File: src/rtl/seg_mux_driver.sv
// Multiplexed seven-segment driver: time-slices NUM_DIGITS hex digits onto shared active-low cathodes.
// Optional leading-zero suppression is built when SEG_LEADING_ZERO_BLANK_EN is defined.
module seg_mux_driver #(
  parameter int NUM_DIGITS  = 4,
  parameter int REFRESH_DIV = 100000
) (
  input  logic                      clk,
  input  logic                      rst_n,
  input  logic [4*NUM_DIGITS-1:0]   value,
  input  logic [NUM_DIGITS-1:0]     dp,
  input  logic [NUM_DIGITS-1:0]     blank,
  input  logic                      load,
  output logic [7:0]                seg_cat,
  output logic [NUM_DIGITS-1:0]     seg_an,
  output logic                      frame_pulse
);

  localparam int PW = $clog2(REFRESH_DIV);
  localparam int IW = (NUM_DIGITS > 1) ? $clog2(NUM_DIGITS) : 1;
  localparam int VW = 4 * NUM_DIGITS;
  localparam logic [PW-1:0] PRE_LAST = PW'(REFRESH_DIV - 1);
  localparam logic [IW-1:0] IDX_LAST = IW'(NUM_DIGITS - 1);

  logic [PW-1:0]         presc_q, presc_d;
  logic [IW-1:0]         idx_q, idx_d;
  logic [VW-1:0]         act_value_q, act_value_d, pend_value_q, pend_value_d;
  logic [NUM_DIGITS-1:0] act_dp_q, act_dp_d, pend_dp_q, pend_dp_d;
  logic [NUM_DIGITS-1:0] act_blank_q, act_blank_d, pend_blank_q, pend_blank_d;
  logic                  pend_valid_q, pend_valid_d;
  logic [NUM_DIGITS-1:0] seg_an_q, seg_an_d;
  logic [7:0]            seg_cat_q, seg_cat_d;
  logic                  frame_pulse_q, frame_pulse_d;
  logic                  tick, boundary;
  logic [NUM_DIGITS-1:0] eff_blank;

  // Segment pattern g..a, active-low.
  function automatic logic [6:0] glyph(input logic [3:0] nib);
    case (nib)
      4'h0: glyph = 7'h40;
      4'h1: glyph = 7'h79;
      4'h2: glyph = 7'h24;
      4'h3: glyph = 7'h30;
      4'h4: glyph = 7'h19;
      4'h5: glyph = 7'h12;
      4'h6: glyph = 7'h02;
      4'h7: glyph = 7'h78;
      4'h8: glyph = 7'h00;
      4'h9: glyph = 7'h10;
      4'hA: glyph = 7'h08;
      4'hB: glyph = 7'h03;
      4'hC: glyph = 7'h27;
      4'hD: glyph = 7'h21;
      4'hE: glyph = 7'h06;
      default: glyph = 7'h0E;
    endcase
  endfunction

`ifdef SEG_LEADING_ZERO_BLANK_EN
  // A digit goes dark while it and everything above it is zero, unless a decimal point is lit at or above it.
  function automatic logic [NUM_DIGITS-1:0] lz_mask(input logic [VW-1:0] v,
                                                     input logic [NUM_DIGITS-1:0] d);
    logic all_zero;
    logic exempt;
    lz_mask  = '0;
    all_zero = 1'b1;
    exempt   = 1'b0;
    for (int i = NUM_DIGITS - 1; i >= 1; i--) begin
      all_zero   = all_zero & (v[4*i +: 4] == 4'h0);
      exempt     = exempt | d[i];
      lz_mask[i] = all_zero & ~exempt;
    end
  endfunction
`endif

  // NOTE: every always_comb output gets a default first so no path leaves it unassigned (no latches).
  always_comb begin
    tick     = (presc_q == PRE_LAST);
    boundary = tick && (idx_q == IDX_LAST);
    presc_d  = tick ? '0 : presc_q + PW'(1);

    idx_d = idx_q;
    if (tick) idx_d = boundary ? '0 : idx_q + IW'(1);

    act_value_d  = act_value_q;
    act_dp_d     = act_dp_q;
    act_blank_d  = act_blank_q;
    pend_value_d = pend_value_q;
    pend_dp_d    = pend_dp_q;
    pend_blank_d = pend_blank_q;
    pend_valid_d = pend_valid_q;

    // Content only swaps at a frame boundary; a load landing on that edge bypasses the pending stage.
    if (boundary) begin
      if (load) begin
        act_value_d  = value;
        act_dp_d     = dp;
        act_blank_d  = blank;
        pend_valid_d = 1'b0;
      end else if (pend_valid_q) begin
        act_value_d  = pend_value_q;
        act_dp_d     = pend_dp_q;
        act_blank_d  = pend_blank_q;
        pend_valid_d = 1'b0;
      end
    end else if (load) begin
      pend_value_d = value;
      pend_dp_d    = dp;
      pend_blank_d = blank;
      pend_valid_d = 1'b1;
    end

`ifdef SEG_LEADING_ZERO_BLANK_EN
    eff_blank = act_blank_d | lz_mask(act_value_d, act_dp_d);
`else
    eff_blank = act_blank_d;
`endif

    // Drivers are decoded from the next index and content so they move on the same edge as idx.
    seg_an_d  = seg_an_q;
    seg_cat_d = seg_cat_q;
    if (tick) begin
      seg_an_d  = '1;
      seg_cat_d = 8'hFF;
      for (int i = 0; i < NUM_DIGITS; i++) begin
        if ((idx_d == IW'(i)) && !eff_blank[i]) begin
          seg_an_d[i] = 1'b0;
          seg_cat_d   = {~act_dp_d[i], glyph(act_value_d[4*i +: 4])};
        end
      end
    end

    frame_pulse_d = boundary;
  end

  // NOTE: sequential state uses non-blocking assignments so all flops sample the same pre-edge values.
  always_ff @(posedge clk or negedge rst_n) begin
    if (!rst_n) begin
      presc_q       <= '0;
      idx_q         <= IDX_LAST;
      act_value_q   <= '0;
      act_dp_q      <= '0;
      act_blank_q   <= '0;
      pend_value_q  <= '0;
      pend_dp_q     <= '0;
      pend_blank_q  <= '0;
      pend_valid_q  <= 1'b0;
      seg_an_q      <= '1;
      seg_cat_q     <= 8'hFF;
      frame_pulse_q <= 1'b0;
    end else begin
      presc_q       <= presc_d;
      idx_q         <= idx_d;
      act_value_q   <= act_value_d;
      act_dp_q      <= act_dp_d;
      act_blank_q   <= act_blank_d;
      pend_value_q  <= pend_value_d;
      pend_dp_q     <= pend_dp_d;
      pend_blank_q  <= pend_blank_d;
      pend_valid_q  <= pend_valid_d;
      seg_an_q      <= seg_an_d;
      seg_cat_q     <= seg_cat_d;
      frame_pulse_q <= frame_pulse_d;
    end
  end

  assign seg_an      = seg_an_q;
  assign seg_cat     = seg_cat_q;
  assign frame_pulse = frame_pulse_q;

endmodule

File: config.mk
export PLATFORM = sky130hd
export DESIGN_NAME = seg_mux_driver
export DESIGN_NICKNAME = d
export VERILOG_FILES = /design/src/rtl/seg_mux_driver.sv
export SDC_FILE = /design/constraint.sdc
export NUM_CORES = 1
export LEC_CHECK = 0
export BUFFER_PORTS_ARGS = -buffer_cell sky130_fd_sc_hd__buf_4
export CAP_MARGIN = 30
export CORE_ASPECT_RATIO = 0.7
export CORE_MARGIN = 2
export CORE_UTILIZATION = 50
export CTS_CLUSTER_DIAMETER = 80
export DETAILED_ROUTE_END_ITERATION = 10
export GPL_TIMING_DRIVEN = 0
export HOLD_SLACK_MARGIN = 0.1
export PLACE_DENSITY = 0.68
export SYNTH_ARGS = -nofsm -noshare
export SYNTH_HDL_FRONTEND = slang
export SYNTH_SLANG_ARGS = --single-unit
File: constraint.sdc
create_clock -name clk -period 3.4 [get_ports clk]
set_input_delay 0.34 -clock clk [delete_from_list [all_inputs] [get_ports clk]]
set_output_delay 0.34 -clock clk [all_outputs]
set_load 0.02 [all_outputs]
**Word level (Yosys, flattened, before mapping)**

Memories as Yosys holds them, arrays and structs flattened.
Index checks and enable logic that the tools add are counted.

- Add/sub/neg operators: 2
- Multiply operators: 0
- Divide/modulo/power cells: 0
- Order comparisons: 0
- Eq/ne operators: 5
- Shifts and indexed selects: 0
- Multiplexer cells: 22
- Bitwise logic cells: 5
- Reductions and logical operators: 12

Operators by type and width:

| cell | count |
|---|---|
| 16-bit 2-to-1 mux | 3 |
| 8-bit 2-to-1 mux | 4 |
| 4-bit 2-to-1 mux | 6 |
| 17-bit by 1-bit adder with 17-bit output, second input constant | 1 |
| 17-bit equality test, second input constant | 1 |
| 17-bit 2-to-1 mux | 1 |
| 2-bit equality test, second input constant | 3 |
| 1-bit 2-to-1 mux | 6 |
| 1-bit logical AND | 5 |
| 1-bit inverter | 5 |
| 1-bit zero test | 4 |
| 2-bit 2-to-1 mux | 2 |
| 2-bit by 1-bit adder with 2-bit output, second input constant | 1 |
| 2-bit by 1-bit equality test with 1-bit output, second input constant | 1 |
| 2-bit zero test | 1 |
| 2-bit AND reduction | 1 |
| 2-bit nonzero test | 1 |

- Bits in registers: 81
- Latch bits: 0
- RAM bits: 0
- Memory bits (read-only): 448
- Bits of input ports: 27
- Output and inout port bits: 13
- Word-level logic and storage cells: 62
- Memories kept: 4

Memory list:

| name | words | width | read ports | clocked after Yosys merged registers in | wr ports | line | text |
|---|---|---|---|---|---|---|---|
| (name not given) | 16 | 7 | 1 | 0 | 0 | 38 | `case (nib)` |
| (name not given) | 16 | 7 | 1 | 0 | 0 | 38 |  |
| (name not given) | 16 | 7 | 1 | 0 | 0 | 38 |  |
| (name not given) | 16 | 7 | 1 | 0 | 0 | 38 |  |

**Logic depth before layout (Yosys ltp)**

Gate-level depths: netlist of the first run.

- Depth after elaboration: 10
- Gate-level depth with buffers: 16
- Gate-level depth less buffers: 13

**Worst setup path before layout of the first run**

Ideal clock, no wire load.

- Path kind: flip-flop to flip-flop
- Start: register presc_q[0]
- End: register seg_cat_q[4] (netlist: seg_cat[4])
- Setup time: 0.077 ns
- Data arrival time: 2.937 ns
- Required time: 3.323 ns
- Slack: 0.386 ns
- Stages on the path, launching flop included: 15
- Path buffers: 3
- Period minus slack after synthesis: 3.014 ns
- Cells stage by stage: dfrtp_1 ha_1 and4_1 and4_1 buf_4 buf_12 and2_4 buf_6 a221oi_2 inv_1 ha_1 mux2_2 o211ai_1 nand4_1 a31oi_1

- Longest elaborated chain between the ends: 10
- Elaborated cells on any way between the ends: 26
- Classes of those cells: eq/ne (4); mux (8); reduce/logical (10); memory (4)

RTL lines:

| element | line | text |
|---|---|---|
| from (decl) | 24 | `logic [PW-1:0] presc_q, presc_d;` |
| from (signal assigned) | 151 | `presc_q <= presc_d;` |
| 17-bit equality test * | 77 | `tick = (presc_q == PRE_LAST);` |
| parallel branches: the longest is 9 deep, another holds memory 16 x 7 bit | - |  |
| to (signal assigned) | 161 | `seg_cat_q <= seg_cat_d;` |
| to (decl) | 31 | `logic [7:0] seg_cat_q, seg_cat_d;` |

Every way passes the cells marked *.
A chain may end at the register's enable or synchronous reset.

**Worst setup path after layout of the first run**

- Start: register presc_q[5]
- End: register seg_cat_q[3] (netlist: seg_cat[3])

- Elaborated cells on any way between the ends: 26
- Classes of those cells: eq/ne (4); mux (8); reduce/logical (10); memory (4)

RTL lines:

| element | line | text |
|---|---|---|
| 17-bit equality test | 77 |  |
| 1-bit logical AND | 78 | `boundary = tick && (idx_q == IDX_LAST);` |
| 16-bit 2-to-1 mux | 93 | `if (boundary) begin` |
| net act_value_d[5] | 26 | `logic [VW-1:0] act_value_q, act_value_d, pend_value_q, pend_value_d;` |
| memory 16 x 7 bit | - |  |
| 8-bit 2-to-1 mux (3 in a row) | 125 | `if ((idx_d == IW'(i)) && !eff_blank[i]) begin` |

The timed path passes the listed nets, and every way through them passes these cells.

==> results.cfg, run 1 <==
[run_status]
status = completed

[yosys]
synth_fa_ha_area_frac = 0.0630
synthTopCellsByArea = dfrtp_1 34%, dfstp_2 7.4%, ha_1 6.3%
synth_edf_count = 0
synth_xor_area_frac = 0.0247
yosysMostFrequentCell = dfrtp_1
yosys_warnings = 0
synth_mux_area_frac = 0.0920
yosysTopAreaCell = dfrtp_1
async_flop_share = 1.00
synth_compound_area_frac = 0.188
synthSimpleGateAreaFrac = 0.163
synth.avg_cell_area_um2 = 9.89
syn_inst = 502
synth_seq_cells = 81
syn-cell-area_um2 = 4960
synth_top_area_frac = 0.338
synth_nets = 554
synthTopCellsByCount = 67 x dfrtp_1, 49 x nand2_1, 46 x nor2_1
ys_types = 72
synth_top_family_by_area = compound AO/OA/AOI/OAI gates
synth-seq-area-share = 0.412
synthFlopType = dfrtp_1

[floorplanning]
die_h_um = 87.4
pin_count = 40
start_util = 0.513
dieArea_um2 = 10800
fp.dieW_um = 123
core_area_um2 = 9680
rows = 30

[route]
drt_iter0_markers = 410
wl_per_cell_um = 20.0
num_vias = 4186
drc = 0
drt_wl_total_um = 13900
drt-pass1-iter-count = 5
routed_via_density = 6.03
ant_nets = 0

[sta]
final.period_utilization = 0.952
worst_slack_ns = 0.162
skew_ns = 0.00834
tns_ns = 0
fmax_ghz = 0.309
setup_viol = 0
worst_pin_slew_ns = 0.664
relSlewSlack = 0.557
finalHoldViolations = 0
fin_crit_ns = 3.24
drv_slew = 0

[global_routing]
grt_max_degree = 61
grt_pass1_wl_um = 21900
antenna_found_initial = 0
first_global_vias = 4148
grtUsageTotal = 0.270
grt_overflow_total = 0

[worst_setup_path]
crit_chain = nor4b_4, and4_1, buf_4, buf_12, nand2_8, buf_6, a221o_2, inv_1, ha_1, inv_1, mux2i_1, mux2i_1, o32ai_2, nor3_1
cp_max_fo = 10
slowest_stage = dfrtp_1
crit_start = presc_q[5]$_DFF_PN0_
required_ns = 3.65
max_stage_delay_ns = 0.49
endpoint_kind = register
criticalPathCategory = reg -> reg
start_kind = register
worst-path-buf-inv = 5
critical_path_arrival_ns = 3.49
reg2reg_from = presc_q[5]$_DFF_PN0_
cpLargestDelayFamily = simple AND/OR/NAND/NOR gates

[clocking]
cts_buffers = 9
cts_num_sinks = 81
clockRootBuffer = clkbuf_16
clk_pin_slew_ns = 0.06
clkLatencyLatePin_ns = 0.34
ctsHtreeMaxLevel = 3
clockBufferDepth = 2
cts_tree = built

[cells_and_area]
fillers = 807
fin_util = 0.608
area_growth_pct = 18.7
antenna_cells = 0
fin_cells = 694
drive_above_1_share = 0.263
num-nets-final = 613

[placed_design]
dp_hpwl_um = 10100
pre_cts_slack_ns = -0.276
place.gp.congestion = 0.905
dpl.cell_count = 669
portBuffers = 38

[pwr]
irDropWorstVdd_v = 0.000261
power.total_mw = 2.08
powerDensity_nw_per_um2 = 354
power_leakage_nw = 2.54

[hold_path]
worstHoldStart = blank[1]
hp-class = in -> reg

[job]
cap_violations = 0
## through the flow
| stage | instance area [um^2] | hold WS [ns] |
|---|---|---|
| floorplan | 4960 | 0.0444 |
| global placement | 5410 | 0.474 |
| detailed placement | 5440 | 0.267 |
| CTS | 5810 | 0.229 |
| global route | 5890 | 0.240 |
| finish | 5890 | 0.239 |
## cell usage in the layout (no fill, tap or decap), drive strengths merged, types with 11 or more instances in the layout
| cell type | synthesis | routed |
|---|---|---|
| a21oi | 14 | 14 |
| nand3 | 18 | 18 |
| nor2 | 46 | 46 |
| dfrtp | 67 | 67 |
| ha | 25 | 25 |
| dfstp | 14 | 14 |
| mux2i | 16 | 16 |
| mux2 | 26 | 26 |
| buf | 22 | 69 |
| clkbuf | 9 | 23 |
| o31ai | 11 | 11 |
| nand2 | 50 | 50 |
| o21ai | 18 | 18 |
| inv | 25 | 25 |
| nor3 | 12 | 12 |
## tightest hold or removal path, stage by stage
cell     delay, ns
buf_4         0.09
nand2_1       0.04
o21ai_0       0.06
## where the power goes
part / total (mW) / switching, mW / leakage (nW) / internal, mW
Clock: 0.922 / 0.368 / 0.139 / 0.554
Combinational: 0.145 / 0.0773 / 1.43 / 0.0677
Sequential: 1.02 / 0.0178 / 0.974 / 0.999
## logic make-up after synthesis
family | Yosys count
AO/OA/AOI/OAI | 118
XOR/XNOR | 14
adder cells (fa/ha/maj) | 25
buffers and inverters | 57
flip-flops | 81
multiplexers | 42
AND/OR/NAND/NOR | 165
## sequential cells by signal, indices dropped and copies added, names as in the netlist
signal and count:
act_blank_q 4, act_dp_q 4, act_value_q 16, frame_pulse 1
idx_q 2, pend_blank_q 4, pend_dp_q 4, pend_valid_q 1
pend_value_q 16, presc_q 17, seg_an 4, seg_cat 8
## path summary, 6_finish.rpt
kind / cells past startpoint / to / slack (ns)
min in group asynchronous: 2 / presc_q[10]$_DFF_PN0_ / 0.45
setup reg to reg: 14 / seg_cat[3]$_DFFE_PN1N_ / 0.16
setup / recovery: 14 / seg_cat[3]$_DFFE_PN1N_ / 0.16
max in group asynchronous: 3 / idx_q[0]$_DFF_PN1_ / 2.31
hold / removal: 3 / pend_blank_q[1]$_DFFE_PN0P_ / 0.24
hold reg to reg: 2 / seg_cat[6]$_DFFE_PN1N_ / 0.49
## cell type report
cell class | instances | area (um^2) | area share
sequential | 81 | 2040 | 0.347
multi-input combinational | 364 | 2730 | 0.464
clock inverter | 2 | 12.5 | 0.00212
tap | 128 | 160 | 0.0272
inverter | 26 | 97.6 | 0.0166
buffer | 31 | 189 | 0.0321
clock buffer | 14 | 274 | 0.0465
timing repair buffer | 48 | 383 | 0.0650
## routing by layer
layer  part of all wire  vias up  wire, um  GRT usage
met5                  0        -         0          0
li1                   -     1937         -          -
met3              0.066       11       910     0.0713
met4             0.0082        0       114     0.0568
met2               0.45      156      6190      0.418
met1               0.48     2082      6660      0.382
## repair_timing
item,4_1_cts,5_1_grt
endpoints found under the hold margin,10,0
setup buffers,4,4
pin swaps,3,5
setup endpoints to repair,6,7
hold buffers,1,0
resized for setup,7,12
No activity file was read; power rests on OpenSTA's default activity.
==> run 2, diff against run 1 <==
- SETUP_SLACK_MARGIN: default -> 0.4
==> run 2 against run 1 <==
Compared with the run above:
- via count up 7.8%
- sequential cell count unchanged
- combinational power increased by 3%
- critical path type unchanged
- worst setup slack gained 0.20 ns
- largest power group is now clock
- count of clock-buffer cells in the layout fell by 5
==> results.cfg, run 2 (same netlist as run 1, synthesis figures left out) <==
[pwr]
combPwrFrac = 0.066
irDropWorstVdd_v = 0.000207
power_leakage_nw = 2.79
powerDensity_nw_per_um2 = 345
seqPwrFrac = 0.453
swShare = 0.235
p_switching_mw = 0.528
p_int_mw = 1.72
p_clk_frac = 0.480

[sta]
finalHoldViolations = 0
tns_ns = 0
skew_ns = 0.00998
relSlewSlack = 0.512
drv_slew = 0
hold_slack_ns = 0.195
fin_crit_ns = 3.03
setup_viol = 0
rsz0062_at_grt = true
fmax_ghz = 0.330
final.period_utilization = 0.893
worst_pin_slew_ns = 0.732

[clocking]
cts_buffers = 9
cts_num_sinks = 81
ctsHtreeMaxLevel = 3
clockBufferDepth = 2
clkLatencyLatePin_ns = 0.36
clockRootBuffer = clkbuf_16
cts_tree = built
clk_pin_slew_ns = 0.07

[route]
ant_nets = 0
drc = 0
drt_iter0_markers = 601
drt-pass1-iter-count = 5
num_vias = 4511
drt_wl_total_um = 15000
routed_via_density = 6.15
wl_per_cell_um = 20.5

[floorplanning]
pin_count = 40
core_area_um2 = 9680
start_util = 0.513
fp.dieW_um = 123
die_h_um = 87.4
rows = 30
dieArea_um2 = 10800

[global_routing]
grtUsageTotal = 0.281
grt_overflow_total = 0
grt_pass1_wl_um = 22300
grt_max_degree = 58
first_global_vias = 4140
antenna_found_initial = 0

[cells_and_area]
drive_above_1_share = 0.383
antenna_cells = 0
top_register = presc_q
mostFrequentLayoutCell = buf_4
reg_top3 = presc_q x17, act_value_q x16, pend_value_q x16
regArea_um2 = 2050
num-nets-final = 653
multi_input_area_um2 = 2930
final_cell_mix = 87 x buf_4, 65 x dfrtp_1, 48 x nand2_1
area_growth_pct = 31.2
fillers = 723
largest_reg_flops = 17

[worst_setup_path]
critical_path_arrival_ns = 3.30
criticalPathCategory = reg -> reg
r2r_cells = 16
start_kind = register
cp_max_fo = 8
required_ns = 3.67
endpoint_kind = register

[hold_path]
hp-class = in -> reg
holdPathStages = 3

[placed_design]
place.gp.congestion = 0.906
dp_hpwl_um = 10000
portBuffers = 38

[run_status]
status = completed

[job]
cap_violations = 0
[run 2: cell count changes in the layout (fill, tap and decap cells not counted), moves of 4 or more]
cell	delta
buf_4	+35
o31ai_1	-5
inv_1	-6
ha_2	+5
clkbuf_1	-4
o31ai_2	+4
inv_2	+5
ha_1	-9
ha_4	+4
[run 2: final timing paths]
kind / slack [ns] / from / endpoint
hold / removal: 0.19 / blank[1] / pend_blank_q[1]$_DFFE_PN0P_
min in group asynchronous: 0.44 / rst_n / act_value_q[11]$_DFF_PN0_
max in group asynchronous: 2.31 / rst_n / seg_cat[7]$_DFFE_PN1N_
setup reg to reg: 0.37 / presc_q[1]$_DFF_PN0_ / seg_cat[6]$_DFFE_PN1N_
setup / recovery: 0.37 / presc_q[1]$_DFF_PN0_ / seg_cat[6]$_DFFE_PN1N_
hold reg to reg: 0.49 / seg_an[1]$_DFFE_PN1N_ / seg_an[1]$_DFFE_PN1N_
[run 2: area by class of cell]
class                      count  area share
buffer                        31      0.0355
clock buffer                   9      0.0346
clock inverter                 7      0.0156
inverter                      26      0.0154
multi-input combinational    364       0.451
sequential                    81       0.314
tap                          128      0.0246
timing repair buffer          88       0.109
[run 2: power by group through the flow]
stage | logic, mW | registers, mW | clock network [mW]
global placement | 0.130 | 1.03 | 0
floorplan | 0.0697 | 1.03 | 0
detailed placement | 0.140 | 1.03 | 0
CTS | 0.145 | 1.02 | 1.08
finish | 0.149 | 1.02 | 1.08
global route | 0.162 | 1.02 | 1.13
[run 2: worst max-delay path, stage by stage, from the launching register on]
cell and delay, ns:
dfrtp_1 0.37, ha_2 0.20, and4_4 0.25, and4_1 0.20
buf_6 0.13, buf_12 0.12, nand2_8 0.09, inv_4 0.08
buf_8 0.12, o22ai_2 0.09, or2_4 0.30, inv_2 0.09
ha_2 0.19, nand2b_1 0.13, a31o_2 0.20, a31oi_4 0.10
o31ai_2 0.27
[run 2: layer usage]
| metal | share of wire | GRT usage | vias to the layer above |
|---|---|---|---|
| met5 | 0 | 0 | - |
| met4 | 0.014 | 0.0795 | 0 |
| met3 | 0.078 | 0.0713 | 30 |
| met2 | 0.45 | 0.415 | 190 |
| met1 | 0.46 | 0.408 | 2266 |
| li1 | - | - | 2025 |
[run 2: stage by stage]
step / std cells / area, um^2 / util / total power [mW] / setup slack, ns
detailed placement: 669 / 5450 / 0.563 / 1.17 / -0.152
finish: 734 / 6510 / 0.672 / 2.24 / 0.365
floorplan: 502 / 4980 / - / 1.10 / 0.398
CTS: 707 / 6050 / 0.624 / 2.25 / 0.334
global placement: 668 / 5420 / 0.560 / 1.16 / -0.116
global route: 734 / 6510 / 0.672 / 2.31 / 0.254
[run 2: timing repair]
| action | in CTS | in global routing |
|---|---|---|
| setup endpoints to repair | 18 | 18 |
| setup buffers | 21 | 26 |
| pin swaps | 16 | 20 |
| endpoints found under the hold margin | 13 | 0 |
| gates resized for setup | 26 | 56 |
| hold buffers | 1 | 0 |
| gates cloned | 0 | 1 |
==> run 3, diff against run 2 <==
- HOLD_SLACK_MARGIN: 0.1 -> default
- PLACE_DENSITY: 0.68 -> 0.64
==> run 3 against run 2 <==
Compared with the run above:
- utilization down 1.2 points
- clock power fell by 17%
- worst hold slack improved by 0.032 ns
- sequential share of layout area increased by 0.57 points
==> results.cfg, run 3 (same netlist as run 1, synthesis figures left out) <==
[run_status]
status = completed

[floorplanning]
dieArea_um2 = 10800
start_util = 0.513
die_h_um = 87.4
rows = 30
fp.dieW_um = 123
core_area_um2 = 9680
pin_count = 40

[sta]
drv_slew = 0
rsz0062_at_grt = true
fmax_ghz = 0.337
skew_ns = 0.00487
setup_viol = 0
worst_pin_slew_ns = 0.691
relSlewSlack = 0.540
final.period_utilization = 0.874
tns_ns = 0
finalHoldViolations = 0
fin_crit_ns = 2.97

[cells_and_area]
antenna_cells = 0
largest_reg_flops = 17
fin_cells = 724
mostFrequentLayoutCell = buf_4
final_cell_mix = 81 x buf_4, 65 x dfrtp_1, 48 x nand2_1
reg_top3 = presc_q x17, act_value_q x16, pend_value_q x16
num-nets-final = 645
area_growth_pct = 28.9
top_register = presc_q
drive_above_1_share = 0.369

[route]
wl_per_cell_um = 19.9
drt_wl_total_um = 14400
ant_nets = 0
drt-pass1-iter-count = 5
drc = 0
routed_via_density = 5.99
drt_iter0_markers = 453
num_vias = 4334

[pwr]
swShare = 0.229
powerDensity_nw_per_um2 = 323
combPwrFrac = 0.073
power_leakage_nw = 2.74
p_clk_frac = 0.435
irDropWorstVdd_v = 0.000235
p_int_mw = 1.59
seqPwrFrac = 0.492
p_switching_mw = 0.472

[placed_design]
dp_hpwl_um = 9650
portBuffers = 38
dpl.cell_count = 669
place.gp.congestion = 0.902

[global_routing]
grtUsageTotal = 0.277
antenna_found_initial = 0
first_global_vias = 4146
grt_pass1_wl_um = 22200
grt_max_degree = 54
grt_overflow_total = 0

[clocking]
ctsHtreeMaxLevel = 3
clk_pin_slew_ns = 0.06
clockBufferDepth = 2
cts_num_sinks = 81
cts_tree = built
clkLatencyLatePin_ns = 0.34
clockRootBuffer = clkbuf_16
cts_buffers = 9

[worst_setup_path]
reg2reg_setup_slack_ns = 0.43
critical_path_arrival_ns = 3.22
required_ns = 3.64
start_kind = register
criticalPathCategory = reg -> reg
endpoint_kind = register
cp_max_fo = 8

[job]
cap_violations = 0

[hold_path]
hp-class = in -> reg
==> run 3: cell types whose count changed in the layout (fill, tap and decap cells not counted), sizes merged <==
cell      previous run  this run
buf                108       101
bufinv               2         0
clkbuf              19        20
clkinvlp             2         1
inv                 27        26
==> run 3: layer usage <==
layer | vias to the layer above | part of all wire | global-route usage
li1 | 2018 | - | -
met3 | 14 | 0.071 | 0.0661
met4 | 0 | 0.012 | 0.0579
met2 | 154 | 0.43 | 0.408
met5 | - | 0 | 0
met1 | 2148 | 0.48 | 0.415
==> run 3: critical path: stages, from the launching register on <==
cell and delay [ns]:
dfrtp_2 0.44, nor4b_4 0.31, and4_1 0.24, buf_6 0.11
buf_12 0.12, nand2_8 0.09, buf_12 0.16, a221o_2 0.47
ha_2 0.22, nand2b_1 0.16, a31o_2 0.27, a31oi_4 0.21
o31ai_2 0.08
==> run 3: through the flow <==
stage                     total power [mW]  setup slack (ns)   util  instance area, um^2  hold slack [ns]
final                                 2.07             0.428  0.660                 6400            0.226
after global routing                  2.14             0.272  0.660                 6400            0.232
after CTS                             2.07             0.406  0.632                 6120            0.222
after detailed placement              1.17            -0.310  0.563                 5450            0.304
after global placement                1.16            -0.259  0.560                 5420            0.476
after floorplan                       1.10             0.398      -                 4980           0.0444
==> run 3: repair_timing <==
item | CTS | global route
resized for setup | 39 | 43
setup buffers | 29 | 11
hold endpoints to repair | 17 | 0
endpoints found under the setup margin | 18 | 8
gates cloned | 0 | 0
pin swaps | 16 | 17
hold buffers | 1 | 0
==> run 3: area by class of cell <==
| cell class | instances | area (um^2) |
|---|---|---|
| flip-flops and latches | 81 | 2050 |
| inverters | 26 | 103 |
| clock inverters | 3 | 17.5 |
| well taps | 128 | 160 |
| multi-input cells | 364 | 2940 |
| plain buffers | 31 | 239 |
| fillers | 766 | 3290 |
| repair buffers | 80 | 639 |
| clock buffers | 11 | 253 |
==> run 3: final timing paths <==
kind,depth (start not counted),end,startpoint
max,12,seg_cat[6]$_DFFE_PN1N_,presc_q[11]$_DFF_PN0_
min,3,pend_blank_q[1]$_DFFE_PN0P_,blank[1]
max reg2reg,12,seg_cat[6]$_DFFE_PN1N_,presc_q[11]$_DFF_PN0_
min reg2reg,2,idx_q[1]$_DFF_PN1_,idx_q[1]$_DFF_PN1_
max in group asynchronous,3,idx_q[1]$_DFF_PN1_,rst_n
min in group asynchronous,2,act_value_q[11]$_DFF_PN0_,rst_n
==> run 3: power groups by stage <==
stage                     clock network [mW]  registers [mW]  logic (mW)
after floorplan                            0            1.03      0.0697
after detailed placement                   0            1.03       0.138
after global routing                   0.949            1.02       0.166
after global placement                     0            1.03       0.130
final                                  0.898            1.02       0.151
after CTS                              0.912            1.02       0.145
